$ cat src/rtl/heapsort_sift_down.sv
// rtl/heapsort_sift_down.sv - multi-cycle max-heap sift-down sequencer
module heapsort_sift_down #(
  parameter int N = 5,
  parameter int W = 32
) (
  input  logic           system1000,
  input  logic           system1000_rstn,
  input  logic           start_i,
  input  logic [15:0]    root_i,
  input  logic [15:0]    size_i,
  input  logic [N*W-1:0] vec_i,
  output logic [N*W-1:0] vec_o,
  output logic           busy_o,
  output logic           done_o,
  output logic [7:0]     swaps_o
);

  typedef enum logic [1:0] {S_IDLE, S_COMPARE, S_SWAP, S_DONE} state_t;

  localparam logic [15:0] N16 = 16'(N);

  state_t               state_q, state_d;
  logic [17:0]          cur_q, cur_d;
  logic [17:0]          tgt_q, tgt_d;
  logic [15:0]          sz_q, sz_d;
  logic [7:0]           swaps_q, swaps_d;
  logic signed [W-1:0]  vec_q [N];
  logic signed [W-1:0]  vec_d [N];

  // Child indices are formed at 18 bits so a 16-bit index can never wrap.
  logic [17:0]          l_idx, r_idx, sz18, big;
  logic signed [W-1:0]  v_cur, v_l, v_r, v_big;
  logic [15:0]          sz_clamp;

  assign sz18     = {2'b00, sz_q};
  assign l_idx    = (cur_q << 1) + 18'd1;
  assign r_idx    = (cur_q << 1) + 18'd2;
  assign sz_clamp = (size_i > N16) ? N16 : size_i;

  assign busy_o  = (state_q == S_COMPARE) || (state_q == S_SWAP);
  assign done_o  = (state_q == S_DONE);
  assign swaps_o = swaps_q;

  for (genvar g = 0; g < N; g++) begin : g_pack
    assign vec_o[(N-g)*W-1 -: W] = vec_q[g];
  end

  // Element fetch by index match; an index beyond storage simply matches nothing.
  always_comb begin
    v_cur = '0;
    v_l   = '0;
    v_r   = '0;
    for (int k = 0; k < N; k++) begin
      if (cur_q == 18'(k)) v_cur = vec_q[k];
      if (l_idx == 18'(k)) v_l   = vec_q[k];
      if (r_idx == 18'(k)) v_r   = vec_q[k];
    end
  end

  // Pick the largest of parent/left/right; strict compares keep parent on ties, left over right.
  always_comb begin
    big   = cur_q;
    v_big = v_cur;
    if ((l_idx < sz18) && (v_l > v_big)) begin
      big   = l_idx;
      v_big = v_l;
    end
    if ((r_idx < sz18) && (v_r > v_big)) begin
      big = r_idx;
    end
  end

  // Next-state and datapath updates for the IDLE/COMPARE/SWAP/DONE sequence.
  always_comb begin
    state_d = state_q;
    cur_d   = cur_q;
    tgt_d   = tgt_q;
    sz_d    = sz_q;
    swaps_d = swaps_q;
    for (int k = 0; k < N; k++) vec_d[k] = vec_q[k];
    case (state_q)
      S_IDLE: begin
        if (start_i) begin
          for (int k = 0; k < N; k++) vec_d[k] = vec_i[(N-k)*W-1 -: W];
          cur_d   = {2'b00, root_i};
          sz_d    = sz_clamp;
          swaps_d = '0;
          state_d = (root_i >= sz_clamp) ? S_DONE : S_COMPARE;
        end
      end
      S_COMPARE: begin
        if (big == cur_q) begin
          state_d = S_DONE;
        end else begin
          tgt_d   = big;
          state_d = S_SWAP;
        end
      end
      S_SWAP: begin
        for (int k = 0; k < N; k++) begin
          if (cur_q == 18'(k))      vec_d[k] = vec_q[tgt_q[$clog2(N)-1:0]];
          else if (tgt_q == 18'(k)) vec_d[k] = vec_q[cur_q[$clog2(N)-1:0]];
        end
        cur_d   = tgt_q;
        swaps_d = (swaps_q == 8'hFF) ? swaps_q : swaps_q + 8'd1;
        state_d = S_COMPARE;
      end
      S_DONE: begin
        state_d = S_IDLE;
      end
      default: state_d = S_IDLE;
    endcase
  end

  // State register with synchronous active-low reset clearing everything.
  always_ff @(posedge system1000) begin
    if (!system1000_rstn) begin
      state_q <= S_IDLE;
      cur_q   <= '0;
      tgt_q   <= '0;
      sz_q    <= '0;
      swaps_q <= '0;
      for (int k = 0; k < N; k++) vec_q[k] <= '0;
    end else begin
      state_q <= state_d;
      cur_q   <= cur_d;
      tgt_q   <= tgt_d;
      sz_q    <= sz_d;
      swaps_q <= swaps_d;
      for (int k = 0; k < N; k++) vec_q[k] <= vec_d[k];
    end
  end

endmodule

$ cat config.mk
export PLATFORM = sky130hd
export DESIGN_NAME = heapsort_sift_down
export DESIGN_NICKNAME = d
export VERILOG_FILES = /design/src/rtl/heapsort_sift_down.sv
export SDC_FILE = /design/constraint.sdc
export NUM_CORES = 1
export LEC_CHECK = 0
export CAP_MARGIN = 5
export CORE_ASPECT_RATIO = 0.75
export CORE_UTILIZATION = 54
export DETAILED_ROUTE_END_ITERATION = 8
export PLACE_DENSITY = 0.86
export SYNTH_ARGS = -nofsm -noshare
export SYNTH_HDL_FRONTEND = slang
export SYNTH_SLANG_ARGS = --single-unit
export TNS_END_PERCENT = 100
$ cat constraint.sdc
create_clock -name system1000 -period 8.5 [get_ports system1000]
set_clock_uncertainty 0.15 [all_clocks]
set_input_delay 1.7 -clock system1000 [delete_from_list [all_inputs] [get_ports system1000]]
set_output_delay 1.7 -clock system1000 [all_outputs]
set_load 0.03 [all_outputs]
==> run summary, run 1 <==
outcome: completed
first-pass GRT wire length: 117000 microns
P_leak: 0.00909 uW
max-cap violations: 0
DRC Markers: 0
worst min path class: flip-flop to flip-flop
share of post-route cells with drive strength above 1: 9.13%
required time at the worst-slack endpoint: 8790 ps
most common cell in the synthesized netlist: nor2_1
H-tree depth: 1
slowest CP cell: nor2_4
syn_area_per_cell: 8.03 sq um
pin count of the biggest net entering global routing: 136
total power: 11300 uW
Highest Clock Rate: 123 MHz
peak supply drop: 279 uV
vias in the first global route: 20590
Critical Path Max Stage Delay: 580 ps
worst-margin pin slew: 1290 ps
port buffer count: 364
final worst path period share: 95.5%
Starting DRT DRC Count: 3315
Async SR Flop Fraction: 0%
Routed Antenna Nets: 0
final setup vio count: 0
Distinct cells, synth: 78
Slew HR: 13.9%
sequential fraction of the synthesis area: 23.4%
Yosys warnings: 0
cell taking the most area after synthesis: dfxtp_1
total negative setup slack: 0 ps
Hold Crit Depth: 1
CTS tree: done
initial core utilization: 55.5%
post-DP HPWL: 52900 microns
min cycle time layout: 8120 ps
Synth Instances: 2430
RSZ-0062 raised after global routing: no
core area: 35100 sq um
area grow syn2layout: 25.2%
aggregate global routing overflow: 0
number of flops mapped to enable cells by yosys: 0
CTS Buffer Depth: 3
Synth Flop Type: dfxtp_1
clk sinks: 228
die area: 36900 sq um
vias: 21680
WL/cell: 24.1 microns
post-CTS setup buffer count: 0
P per Cell Area: 464 nW/um^2
crit path kind: flip-flop to flip-flop
synthesized area: 19500 sq um
die width: 221 microns
critical path arrival: 8410 ps
crit path launch type: flip-flop
Die Y: 167 microns
Top Ports: 365
number of cell rows: 59
drt total wl: 76000 microns
top-area cell type share of the netlist area: 23.4%
initial antenna violation count: 3
Slew Viols, Final: 0
Synth Register Bits: 228
final-report hold violation count: 0
Layout Nets: 2990
GPL Wtd Cong: 0.981
Num CTS Buffers: 25
clk_lat worst skew: 570 ps
R2R depth: 30
CTS clock-pin slew for the worst setup and hold paths: 70 ps
fillers: 2702
top cells by area, synth: dfxtp_1, mux2i_1, ha_1
crit-path max FO: 32
all-layer global routing usage: 39.4%
first drt pass iteration count: 8
synth cell count leaders: nor2_1, nand2_1, dfxtp_1
vias per cell: 6.87
CP endpoint kind: flip-flop
root buf cell: clkbuf_16
worst max-delay path, delay by kind of cell, from the launching register on:
kind	cells	cell delay [ps]
AOI/OAI and AO/OA	13	2500
adders and majority gates	2	610
buffers and inverters	3	780
DFF	1	310
muxes	2	890
and+or+nand+nor	10	2730
worst paths after layout:
path	startpoint	to	slack, ps
worst min-delay path	sz_q[13]	sz_q[13]	330
worst max-delay path	cur_q[4]	tgt_q[15]	380
worst max register to register	cur_q[4]	tgt_q[15]	380
worst min register to register	sz_q[13]	sz_q[13]	330
cell type report:
cell class / count / area, sq um / share of cell area (%)
inverter: 36 / 140 / 0.574
antenna: 2 / 5.00 / 0.0205
multi-input combinational: 1961 / 14100 / 57.7
tap: 457 / 572 / 2.34
timing repair buffer: 424 / 4160 / 17.0
clock inverter: 10 / 143 / 0.584
clock buffer: 36 / 737 / 3.02
sequential: 228 / 4570 / 18.7
cell usage in the layout (no fill, tap or decap), drive strengths merged, types with 12 or more instances in the layout:
cell type / Yosys / layout
ha: 119 / 119
nor4: 16 / 16
nand2: 232 / 232
a21oi: 154 / 154
nor2: 354 / 354
clkbuf: 172 / 36
clkdlybuf4s50: 0 / 364
inv: 36 / 38
mux2i: 218 / 218
nor3: 19 / 19
buf: 45 / 60
mux2: 37 / 37
nand3: 24 / 24
conb: 1 / 13
o21ai: 153 / 153
a22oi: 35 / 35
a21o: 46 / 46
nand4: 26 / 26
a211oi: 186 / 186
a22o: 64 / 64
a31oi: 40 / 40
dfxtp: 228 / 228
and3: 25 / 25
xor2: 12 / 12
mux4: 64 / 64
where the power goes:
part	total (uW)	switching [uW]	internal [uW]
Combinational	7700	4550	3150
Clock	1200	505	696
Sequential	2430	923	1510
Total	11300	5980	5350
flip-flops by register name, indices dropped and copies added, names as in the netlist, named ones only:
signal	flops
cur_q	18
state_q	2
swaps_o	8
sz_q	16
tgt_q	18
vec_q	160
stage by stage:
step           worst slack, ps  hold WS [ps]  util (%)  instance area (sq um)  std cells
6_report                   379           333      69.5                  24400       3154
5_1_grt                   36.6           340      69.5                  24400       3154
4_1_cts                    387           332      69.5                  24400       3152
3_5_place_dp               437           317      67.0                  23500       3106
3_3_place_gp               542           317      67.0                  23500       3106
2_1_floorplan             1270           299         -                  19500       2442
metal layers:
metal / vias to the layer above / global-route usage [%] / part of all wire (%)
met5: - / 0 / 0
met4: 0 / 16.3 / 4.2
met3: 268 / 8.72 / 12
met2: 1676 / 59.7 / 43
met1: 10223 / 54.1 / 41
li1: 9513 / - / -
kinds of logic (layout without fill, tap and decap cells):
family                   after synthesis  count (layout)  share of synthesized area, %
flip-flops                           228             228                          23.4
AO/OA/AOI/OAI                        744             744                          25.3
other                                  1              15                        0.0192
XOR/XNOR                              21              21                         0.943
multiplexers                         319             319                          20.8
adder cells (fa/ha/maj)              119             119                          7.63
buffers and inverters                253             506                          5.13
AND/OR/NAND/NOR                      745             745                          16.7
timing repair:
action,4_1_cts,5_1_grt
gates resized for setup,0,2
hold buffers,0,0
hold endpoints to repair,0,0
endpoints found under the setup margin,0,22
(Power assumes the default switching activity.)
==> inputs of run 2 (changes only) <==
ABC_AREA = 0   (was unset)
==> results of run 2 <==
The final DEF is identical to that of run 1; final timing and power are the same.
